**src/rtl/mem_stage_ctrl.sv**
```systemverilog
// mem_stage_ctrl: MEM-stage data-memory handshake FSM that stalls the pipeline during an access
// and bubbles MEM/WB until the access completes, with a sticky timeout error.
module mem_stage_ctrl #(
    parameter int TIMEOUT_CYCLES = 64,
    parameter int CNT_W          = 16
) (
    input  logic             clk,
    input  logic             rst,
    input  logic             exmem_memread,
    input  logic             exmem_memwrite,
    input  logic [31:0]      exmem_addr,
    input  logic [31:0]      exmem_wdata,
    output logic             mem_req,
    output logic             mem_we,
    output logic [31:0]      mem_addr,
    output logic [31:0]      mem_wdata,
    input  logic             mem_ready,
    input  logic [31:0]      mem_rdata,
    output logic             stall_o,
    output logic             memwb_bubble_o,
    output logic [31:0]      rdata_o,
    output logic             err_o,
    output logic [CNT_W-1:0] stall_cnt_o
);
    typedef enum logic [1:0] {IDLE, REQ, DONE, ERR} state_t;
    localparam int WW = $clog2(TIMEOUT_CYCLES + 1);
    localparam logic [WW:0] TO = TIMEOUT_CYCLES[WW:0];
    state_t state, state_nxt;
    logic [WW-1:0] wait_cnt;
    logic [WW:0] wait_inc;
    logic access, timeout;
    assign access   = exmem_memread | exmem_memwrite;
    assign wait_inc = {1'b0, wait_cnt} + 1'b1;
    // the REQ cycle that would push the count to TIMEOUT_CYCLES is the last one allowed
    assign timeout  = wait_inc >= TO;
    always_comb begin
        state_nxt      = state;
        stall_o        = 1'b0;
        memwb_bubble_o = 1'b0;
        case (state)
            IDLE: begin
                stall_o        = access;
                memwb_bubble_o = access;
                state_nxt      = access ? REQ : IDLE;
            end
            REQ: begin
                stall_o        = 1'b1;
                memwb_bubble_o = 1'b1;
                state_nxt      = mem_ready ? DONE : (timeout ? ERR : REQ);
            end
            DONE: state_nxt = IDLE;
            ERR: begin
                stall_o        = 1'b1;
                memwb_bubble_o = 1'b1;
            end
        endcase
    end
    always_ff @(posedge clk or negedge rst) begin
        if (!rst) begin
            state       <= IDLE;
            mem_req     <= 1'b0;
            mem_we      <= 1'b0;
            mem_addr    <= '0;
            mem_wdata   <= '0;
            rdata_o     <= '0;
            err_o       <= 1'b0;
            stall_cnt_o <= '0;
            wait_cnt    <= '0;
        end else begin
            state <= state_nxt;
            if (stall_o && stall_cnt_o != '1)
                stall_cnt_o <= stall_cnt_o + 1'b1;
            if (state == IDLE && access) begin
                mem_req   <= 1'b1;
                mem_we    <= exmem_memwrite;
                mem_addr  <= exmem_addr;
                mem_wdata <= exmem_wdata;
                wait_cnt  <= '0;
            end
            if (state == REQ) begin
                if (mem_ready) begin
                    mem_req <= 1'b0;
                    if (!mem_we)
                        rdata_o <= mem_rdata;
                end else if (timeout) begin
                    mem_req <= 1'b0;
                    err_o   <= 1'b1;
                end else begin
                    wait_cnt <= wait_inc[WW-1:0];
                end
            end
        end
    end
endmodule

```
**config.mk**
```make
export PLATFORM = sky130hd
export DESIGN_NAME = mem_stage_ctrl
export DESIGN_NICKNAME = d
export VERILOG_FILES = /design/src/rtl/mem_stage_ctrl.sv
export SDC_FILE = /design/constraint.sdc
export NUM_CORES = 1
export LEC_CHECK = 0
export BUFFER_PORTS_ARGS = -buffer_cell sky130_fd_sc_hd__buf_2
export CORE_ASPECT_RATIO = 1.2
export CORE_MARGIN = 8
export CORE_UTILIZATION = 43
export CTS_CLUSTER_SIZE = 16
export DETAILED_ROUTE_END_ITERATION = 7
export PLACE_DENSITY_LB_ADDON = 0.08
export SLEW_MARGIN = 20
export SYNTH_ARGS = -nofsm -noshare
export SYNTH_HDL_FRONTEND = slang
export SYNTH_SLANG_ARGS = --single-unit
```
**constraint.sdc**
```tcl
create_clock -name clk -period 2.1 [get_ports clk]
set_input_delay 0.42 -clock clk [delete_from_list [all_inputs] [get_ports clk]]
set_output_delay 0.42 -clock clk [all_outputs]
set_load 0.02 [all_outputs]
```
### Word-level counts from Yosys, hierarchy flattened

Index checks and enable logic that the tools add are counted.

| cells by class | value |
|---|---|
| add/subtract/negate cells | 2 |
| order comparisons | 1 |
| equal/unequal tests | 4 |
| muxes and demuxes | 13 |
| bitwise gates (word level) | 3 |
| reduce and logical (&&, ||, !) cells | 7 |

Operators by type and width:

| operator | count |
|---|---|
| $mux W7 | 4 |
| $add A16 B1 Y16 const B | 1 |
| $ne A16 B16 Y1 const B | 1 |
| $add A7 B1 Y8 const B | 1 |
| $ge A8 B7 Y1 const B | 1 |
| $pmux W2 S3 | 1 |
| $reduce_and A3 Y1 | 2 |
| $mux W1 | 5 |
| $eq A2 B2 Y1 const B | 2 |
| $mux W2 | 2 |
| $reduce_bool A3 Y1 | 1 |
| $eq A2 B1 Y1 const B | 1 |
| $logic_and A1 B1 Y1 | 2 |
| $logic_not A2 Y1 | 1 |
| $not A1 Y1 | 2 |
| $pmux W1 S2 | 1 |
| $reduce_or A2 Y1 | 1 |
| $or A1 B1 Y1 | 1 |

| storage, ports and cells | value |
|---|---|
| bits in registers | 124 |
| output and inout bits | 117 |
| word-level logic and storage cells | 39 |

### Longest topological paths before layout

Gate-level depths: netlist of the first run.

| depth | value |
|---|---|
| depth after elaboration | 6 |
| gate-level depth with buffers | 8 |
| depth with buffers taken out | 7 |

### Worst setup path after synthesis of the first run

OpenSTA, ideal clock, no wires.

| timing path | value |
|---|---|
| path kind | reg-to-reg |
| from | register stall_cnt_o[0] |
| to | register stall_cnt_o[10] |
| library setup time | 0.130 ns |
| arrival time | 1.873 ns |
| path slack | 0.097 ns |
| cell stages (with the launch flop) | 7 |
| buffers on the path | 0 |
| cell sequence | dfrtp_1 ha_1 nand3_1 a2111oi_2 a21boi_0 nand4_1 xnor2_1 |

| between the ends | value |
|---|---|
| word-level cells in the longest chain between the ends | 2 |
| elaborated cells on any way between the ends | 3 |
| those cells by class | add/sub: 1; eq/ne: 1; reduce/logical: 1 |

Ends and longest elaborated chain:

| element | RTL line | text |
|---|---|---|
| start, declared | 23 | `output logic [CNT_W-1:0] stall_cnt_o` |
| start signal, assigned | 72 | `stall_cnt_o <= stall_cnt_o + 1'b1;` |
| parallel branches: the longest is 2 deep, another holds $add A16 B1 Y16 | n/a |  |

Several ways; the timed one is not identified.
A chain may end at the register's enable or synchronous reset.

### Worst setup path after layout of the first run

| timing path | value |
|---|---|
| from | register state[1] |
| to | output memwb_bubble_o |

| between the ends | value |
|---|---|
| word-level cells in the longest chain between the ends | 3 |
| elaborated cells on any way between the ends | 5 |
| those cells by class | eq/ne: 2; mux: 1; reduce/logical: 2 |

Ends and longest elaborated chain:

| element | RTL line | text |
|---|---|---|
| start, declared | 28 | `state_t state, state_nxt;` |
| start signal, assigned | 70 | `state <= state_nxt;` |
| $eq A2 B1 Y1 or $eq A2 B2 Y1 (tied branches) | 40 | `case (state)` |
| $reduce_or A2 Y1 (no line) | n/a |  |
| $pmux W1 S2 (*) | 40 |  |
| end, declared | 20 | `output logic memwb_bubble_o,` |

Mark *: on every way between the ends. The rest lies on a longest branch, timed or not.

==> flow_metrics.py, run 1 <==
metrics = {
    "critical_path": {
        "rr_startpoint": "state[1]$_DFFE_PN0P_",
        "cp.arrival_ns": 1.59,
        "end_kind": "output port",
        "critPathKind": "reg -> out",
        "timing.rr.end": "stall_cnt_o[10]$_DFFE_PN0P_",
        "required_ns": 1.68,
        "crit_fanout": 3,
        "rr_worst_depth": 9,
        "rrSetupSlack_ns": 0.11,
        "worstSetupStartpointType": "flip-flop",
    },
    "placed_design": {
        "place_congestion": 0.7560,
        "pre_cts_ws_ns": 0.07709,
        "dpl_cell_area_mm2": 0.006337,
        "hpwl_mm": 9.230,
        "portBuffers": 217,
    },
    "run_status": {
        "status": "complete, no violations",
    },
    "power": {
        "powerDensity_mw_per_mm2": 1690,
        "peakVddDrop_uv": 1065,
        "finalPower_uw": 11740,
        "p_leak_uw": 0.003722,
    },
    "clocking": {
        "cts_buffer_depth": 2,
        "path_clk_slew_ns": 0.05,
        "cts.sinks": 124,
        "htreeDepth": 4,
        "cts_buffers": 17,
        "clock_latency_ns": 0.40,
        "cts_root_buffer": "clkbuf_16",
        "cts_tree": "done",
    },
    "synthesis": {
        "yosys_warnings": 0,
        "netlist_area_mm2": 0.004984,
        "synth_seq_cells": 124,
        "synth_seq_area_share_pct": 62.26,
        "syn-num-nets": 582,
        "synth.avg_cell_area_um2": 10.51,
        "syn_inst": 474,
        "ys_types": 37,
    },
    "detailed_routing": {
        "vias": 4015,
        "drt_iter0_drc": 210,
        "viasPerCell": 4.594,
        "wl_per_cell_um": 14.46,
        "post-route-drc-count": 0,
        "dr.pass1.iters": 4,
        "detail-route-antenna-nets": 0,
        "routed_wl_mm": 12.64,
    },
    "layout": {
        "diodes": 0,
        "final_common_cell": "buf_2",
        "area_growth_pct": 39.42,
        "fin_nets": 813,
        "final_cell_area_mm2": 0.006948,
        "regArea_mm2": 0.003103,
        "final_cell_mix": "214 x buf_2, 202 x nand2_1, 124 x dfrtp_1, 34 x mux2_2, 17 x clkbuf_16",
        "drive_gt1_share_pct": 42.68,
        "nFillCells": 985,
        "fin_util_pct": 60.63,
        "multi_input_area_mm2": 0.001826,
    },
    "grt": {
        "grt_pass1_wl_mm": 20.15,
        "antenna_found_initial": 0,
        "grt_pass1_vias": 4046,
        "grt_max_degree": 72,
        "grt_usage_pct": 16.77,
        "overflow": 0,
    },
    "sta": {
        "setup_slack_ns": 0.08697,
        "period_needed_ns": 2.013,
        "skew_ns": 0.008992,
        "clock.fmax_mhz": 496.8,
        "tns_ns": 0,
        "period_share_pct": 95.86,
        "finalHoldViolations": 0,
        "drv_slew": 0,
        "tightest_slew_ns": 0.7583,
        "setup_viol": 0,
        "rsz0062_at_grt": "yes",
        "slew_headroom_pct": 49.44,
    },
    "floorplanning": {
        "die_h_um": 133.9,
        "rows": 43,
        "fp.dieW_um": 114.3,
        "die-area_mm2": 0.01530,
        "design.core.area_mm2": 0.01146,
        "start_util_pct": 43.49,
        "ios": 218,
    },
    "hold_path": {
        "min_from": "exmem_addr[17]",
        "hold_class": "in -> reg",
        "hold_end": "mem_addr[17]$_DFFE_PN0P_",
        "hold_depth": 3,
    },
    "job": {
        "drv_cap": 0,
    },
}
[logic make-up after synthesis]
logic type	synth area share, %
multiplexers	8.687
adder cells (fa/ha/maj)	1.757
flip-flops	62.26
AND/OR/NAND/NOR	19.96
AO/OA/AOI/OAI	2.812
XOR/XNOR	2.461
buffers and inverters	2.059
[state kept, by name, summed over array words and instances (netlist names)]
signal	flops
wait_cnt	7
rdata_o	32
state	2
mem_wdata	32
mem_addr	32
mem_req	1
stall_cnt_o	16
err_o	1
mem_we	1
[report_power, final]
group | internal, µW | switching (µW) | leakage (µW) | total (µW)
Clock | 1670 | 978 | 0.000264 | 2650
Combinational | 1900 | 3170 | 0.00194 | 5070
Sequential | 3450 | 572 | 0.00152 | 4020
[metal layers]
| layer | share of wire [%] | global-route usage, % |
|---|---|---|
| met2 | 51 | 28.25 |
| met1 | 38 | 18.33 |
| met3 | 9.6 | 7.059 |
| met4 | 1.2 | 6.449 |
| met5 | 0 | 0 |
[synthesized netlist by cell type, drive strengths merged]
master,count,area [µm²]
nor2b,1,6.260
nand4,8,50.05
a21o,1,7.510
nor4,1,6.260
ha,7,87.58
a21boi,1,7.510
a31oi,1,6.260
mux2,34,382.9
buf,6,27.52
nand2,202,758.2
mux2i,5,50.05
o2bb2ai,1,8.760
or2,2,12.51
or3,1,6.260
nand3b,1,7.510
o21ai,6,33.78
or4,1,7.510
a31o,2,17.52
inv,6,22.52
and4,2,17.52
nand2b,2,12.51
and3,2,12.51
dfrtp,124,3103
a41oi,1,8.760
nand3,9,45.04
nor2,10,37.54
xnor2,9,78.83
nor3,2,15.01
o21a,2,15.01
xor2,5,43.79
a21oi,4,20.02
clkbuf,14,52.55
a2111oi,1,15.01
[worst max path at each step]
stage	endpoint	from	cells past startpoint	slack, ns
3_5_place_dp	stall_cnt_o[9]$_DFFE_PN0P_	state[0]$_DFFE_PN0P_	7	0.08
4_1_cts	memwb_bubble_o	state[0]$_DFFE_PN0P_	6	0.02
2_1_floorplan	stall_cnt_o[10]$_DFFE_PN0P_	stall_cnt_o[0]$_DFFE_PN0P_	6	0.1
5_1_grt	memwb_bubble_o	state[0]$_DFFE_PN0P_	6	-0.02
6_report	memwb_bubble_o	state[1]$_DFFE_PN0P_	6	0.09
3_3_place_gp	stall_cnt_o[15]$_DFFE_PN0P_	state[0]$_DFFE_PN0P_	7	0.13
[final cells by class]
type / instances / share of cell area (%)
repair buffers: 232 / 18.17
well taps: 157 / 2.827
inverters: 6 / 0.3241
flip-flops and latches: 124 / 44.66
clock inverters: 7 / 0.9544
multi-input cells: 324 / 26.27
clock buffers: 24 / 6.789
[critical path, cell delays in order (launching register included)]
cell	delay [ns]
dfrtp_1	0.38
inv_1	0.14
ha_4	0.18
o21ai_4	0.07
a21o_1	0.21
inv_2	0.07
buf_4	0.13
[repair_timing]
item                                    in CTS  in global routing
hold buffers                                 1                  0
gates cloned                                 0                  0
setup buffers                                1                  1
hold endpoints to repair                    28                  0
endpoints found under the setup margin       2                  6
gates resized for setup                      3                 10
pin swaps                                    2                  1
[through the flow]
stage                     std cells  hold slack [ns]
after CTS                       873           0.1856
after global routing            874           0.1801
after global placement          840           0.3802
final                           874           0.2009
after detailed placement        840           0.3831
after floorplan                 474           0.1244
Note: power is estimated with default switching activity, not from simulation.
==> run 2, diff against run 1 <==
--- a/config.mk
+++ b/config.mk
@@ -9,5 +9,5 @@
 export CORE_ASPECT_RATIO = 1.2
 export CORE_MARGIN = 8
-export CORE_UTILIZATION = 43
+export CORE_UTILIZATION = 51
 export CTS_CLUSTER_SIZE = 16
 export DETAILED_ROUTE_END_ITERATION = 7
==> constraint.sdc (replaced) <==
create_clock -name clk -period 2.32 [get_ports clk]
set_input_delay 0.464 -clock clk [delete_from_list [all_inputs] [get_ports clk]]
set_output_delay 0.464 -clock clk [all_outputs]
set_load 0.01 [all_outputs]
==> flow_metrics.py, run 2 (synthesized netlist as in run 1, its figures left out) <==
metrics = {
    "run_status": {
        "status": "complete, no violations",
    },
    "sta": {
        "tightest_slew_ns": 0.7374,
        "finalHoldViolations": 0,
        "drv_slew": 0,
        "setup_viol": 0,
        "skew_ns": 0.007437,
        "setup_slack_ns": 0.1451,
        "rsz0062_at_grt": "yes",
        "slew_headroom_pct": 50.84,
        "clock.fmax_mhz": 459.8,
        "tns_ns": 0,
        "period_needed_ns": 2.175,
        "period_share_pct": 93.74,
    },
    "clocking": {
        "htreeDepth": 4,
        "clock_latency_ns": 0.40,
        "cts_buffer_depth": 2,
        "path_clk_slew_ns": 0.05,
        "cts_tree": "done",
        "cts_root_buffer": "clkbuf_16",
        "cts.sinks": 124,
        "cts_buffers": 17,
    },
    "floorplanning": {
        "ios": 218,
        "die_h_um": 124.3,
        "rows": 39,
        "start_util_pct": 52.37,
        "fp.dieW_um": 106.2,
        "die-area_mm2": 0.01320,
        "design.core.area_mm2": 0.009515,
    },
    "detailed_routing": {
        "vias": 4028,
        "dr.pass1.iters": 4,
        "detail-route-antenna-nets": 0,
        "wl_per_cell_um": 14.89,
        "drt_iter0_drc": 207,
        "viasPerCell": 4.824,
        "post-route-drc-count": 0,
        "routed_wl_mm": 12.43,
    },
    "critical_path": {
        "rr_startpoint": "state[1]$_DFFE_PN0P_",
        "cp_slowest_cell": "dfrtp_1",
        "crit_end": "stall_o",
        "cp.arrival_ns": 1.71,
        "worstSetupStartpointType": "flip-flop",
        "max_stage_delay_ns": 0.42,
        "cp_common_cell": "inv_1",
        "critPathLaunch": "state[1]$_DFFE_PN0P_",
        "cp_cell_sequence": "inv_1 > ha_1 > nor2_2 > a21o_1 > inv_1 > buf_2",
        "timing.rr.end": "stall_cnt_o[15]$_DFFE_PN0P_",
        "critPathKind": "reg -> out",
        "end_kind": "output port",
        "rrSetupSlack_ns": 0.19,
        "crit_fanout": 6,
        "rr_worst_depth": 7,
        "required_ns": 1.86,
    },
    "power": {
        "powerDensity_mw_per_mm2": 1459,
        "peakVddDrop_uv": 888.5,
        "internal_power_uw": 6574,
        "p_sw_uw": 3492,
        "seqPwrFrac_pct": 36.2,
        "finalPower_uw": 10070,
        "clkPwrFrac_pct": 27.2,
        "switching_share_pct": 34.69,
        "p_leak_uw": 0.003728,
        "combPwrFrac_pct": 36.5,
    },
    "layout": {
        "nFillCells": 700,
        "final_common_cell": "buf_2",
        "area_growth_pct": 38.44,
        "final_cell_area_mm2": 0.006899,
        "fin_nets": 807,
        "drive_gt1_share_pct": 41.77,
        "final_cell_mix": "216 x buf_2, 202 x nand2_1, 124 x dfrtp_1, 34 x mux2_2, 17 x clkbuf_16",
        "largest_registers": "mem_addr x32, mem_wdata x32, rdata_o x32",
        "instances_no_fill": 835,
    },
    "grt": {
        "grt_max_degree": 72,
        "grt_pass1_wl_mm": 20.10,
        "overflow": 0,
        "antenna_found_initial": 1,
        "grt_pass1_vias": 4136,
        "grt_usage_pct": 18.78,
    },
    "placed_design": {
        "dpl_cell_area_mm2": 0.006252,
        "hpwl_mm": 9.094,
        "pre_cts_ws_ns": 0.1858,
        "portBuffers": 217,
        "dp_cells": 802,
        "place_congestion": 0.7544,
    },
    "job": {
        "drv_cap": 0,
    },
    "hold_path": {
        "hold_class": "in -> reg",
    },
}
## run 2: changes by cell type in the layout (fill, tap and decap cells not counted), moves of 3 or more
cell / delta
clkbuf_1: -3
buf_4: -6
clkbuf_8: +5
ha_1: +3
clkinv_2: -3
## run 2: power by group through the flow
stage / logic, µW / registers (µW) / clock network, µW
2_1_floorplan: 1720 / 4090 / 0
4_1_cts: 3750 / 3650 / 2800
6_report: 3680 / 3650 / 2740
3_5_place_dp: 3730 / 3670 / 0
5_1_grt: 4090 / 3770 / 2900
3_3_place_gp: 3630 / 3630 / 0
## run 2: repair_timing
action	CTS	global route
setup buffers	0	0
gates resized for setup	0	1
endpoints found under the setup margin	0	3
hold buffers	1	0
hold endpoints to repair	12	0
## run 2: stage by stage
step / hold WS (ns) / util [%]
finish: 0.2504 / 72.50
global route: 0.2366 / 72.50
CTS: 0.2346 / 72.45
detailed placement: 0.3342 / 65.71
global placement: 0.3322 / 65.71
floorplan: 0.1684 / -
## run 2: cell type report
class	count	area, µm²	area share, %
Sequential cell	124	3103	44.98
Multi-Input combinational cell	324	1789	25.93
Timing Repair Buffer	226	1196	17.34
Clock buffer	26	529.3	7.671
Tap cell	123	153.9	2.231
Clock inverter	5	102.6	1.487
Inverter	6	22.52	0.3264
Antenna cell	1	2.502	0.03627
## run 2: how the worst min path moves through the flow
stage / from / endpoint / slack (ns) / depth (start not counted)
5_1_grt: exmem_addr[30] / mem_addr[30]$_DFFE_PN0P_ / 0.24 / 3
2_1_floorplan: rst / err_o$_DFFE_PN0P_ / 0.17 / 0
6_report: exmem_addr[30] / mem_addr[30]$_DFFE_PN0P_ / 0.25 / 3
3_3_place_gp: rst / rdata_o[28]$_DFFE_PN0P_ / 0.33 / 1
3_5_place_dp: rst / rdata_o[25]$_DFFE_PN0P_ / 0.33 / 1
4_1_cts: exmem_addr[30] / mem_addr[30]$_DFFE_PN0P_ / 0.23 / 3
## run 2: layer usage
| layer | share of wire (%) | track usage [%] |
|---|---|---|
| met5 | 0 | 0 |
| met4 | 1.7 | 8.299 |
| met3 | 9.6 | 8.075 |
| met2 | 49 | 30.13 |
| met1 | 39 | 21.18 |
## run 2: critical path, delay by kind of cell (launching register included)
kind,cells,cell delay [ns]
DFF,1,0.42
buffers and inverters,3,0.30
adders and majority gates,1,0.25
AOI/OAI and AO/OA,1,0.18
and+or+nand+nor,1,0.16
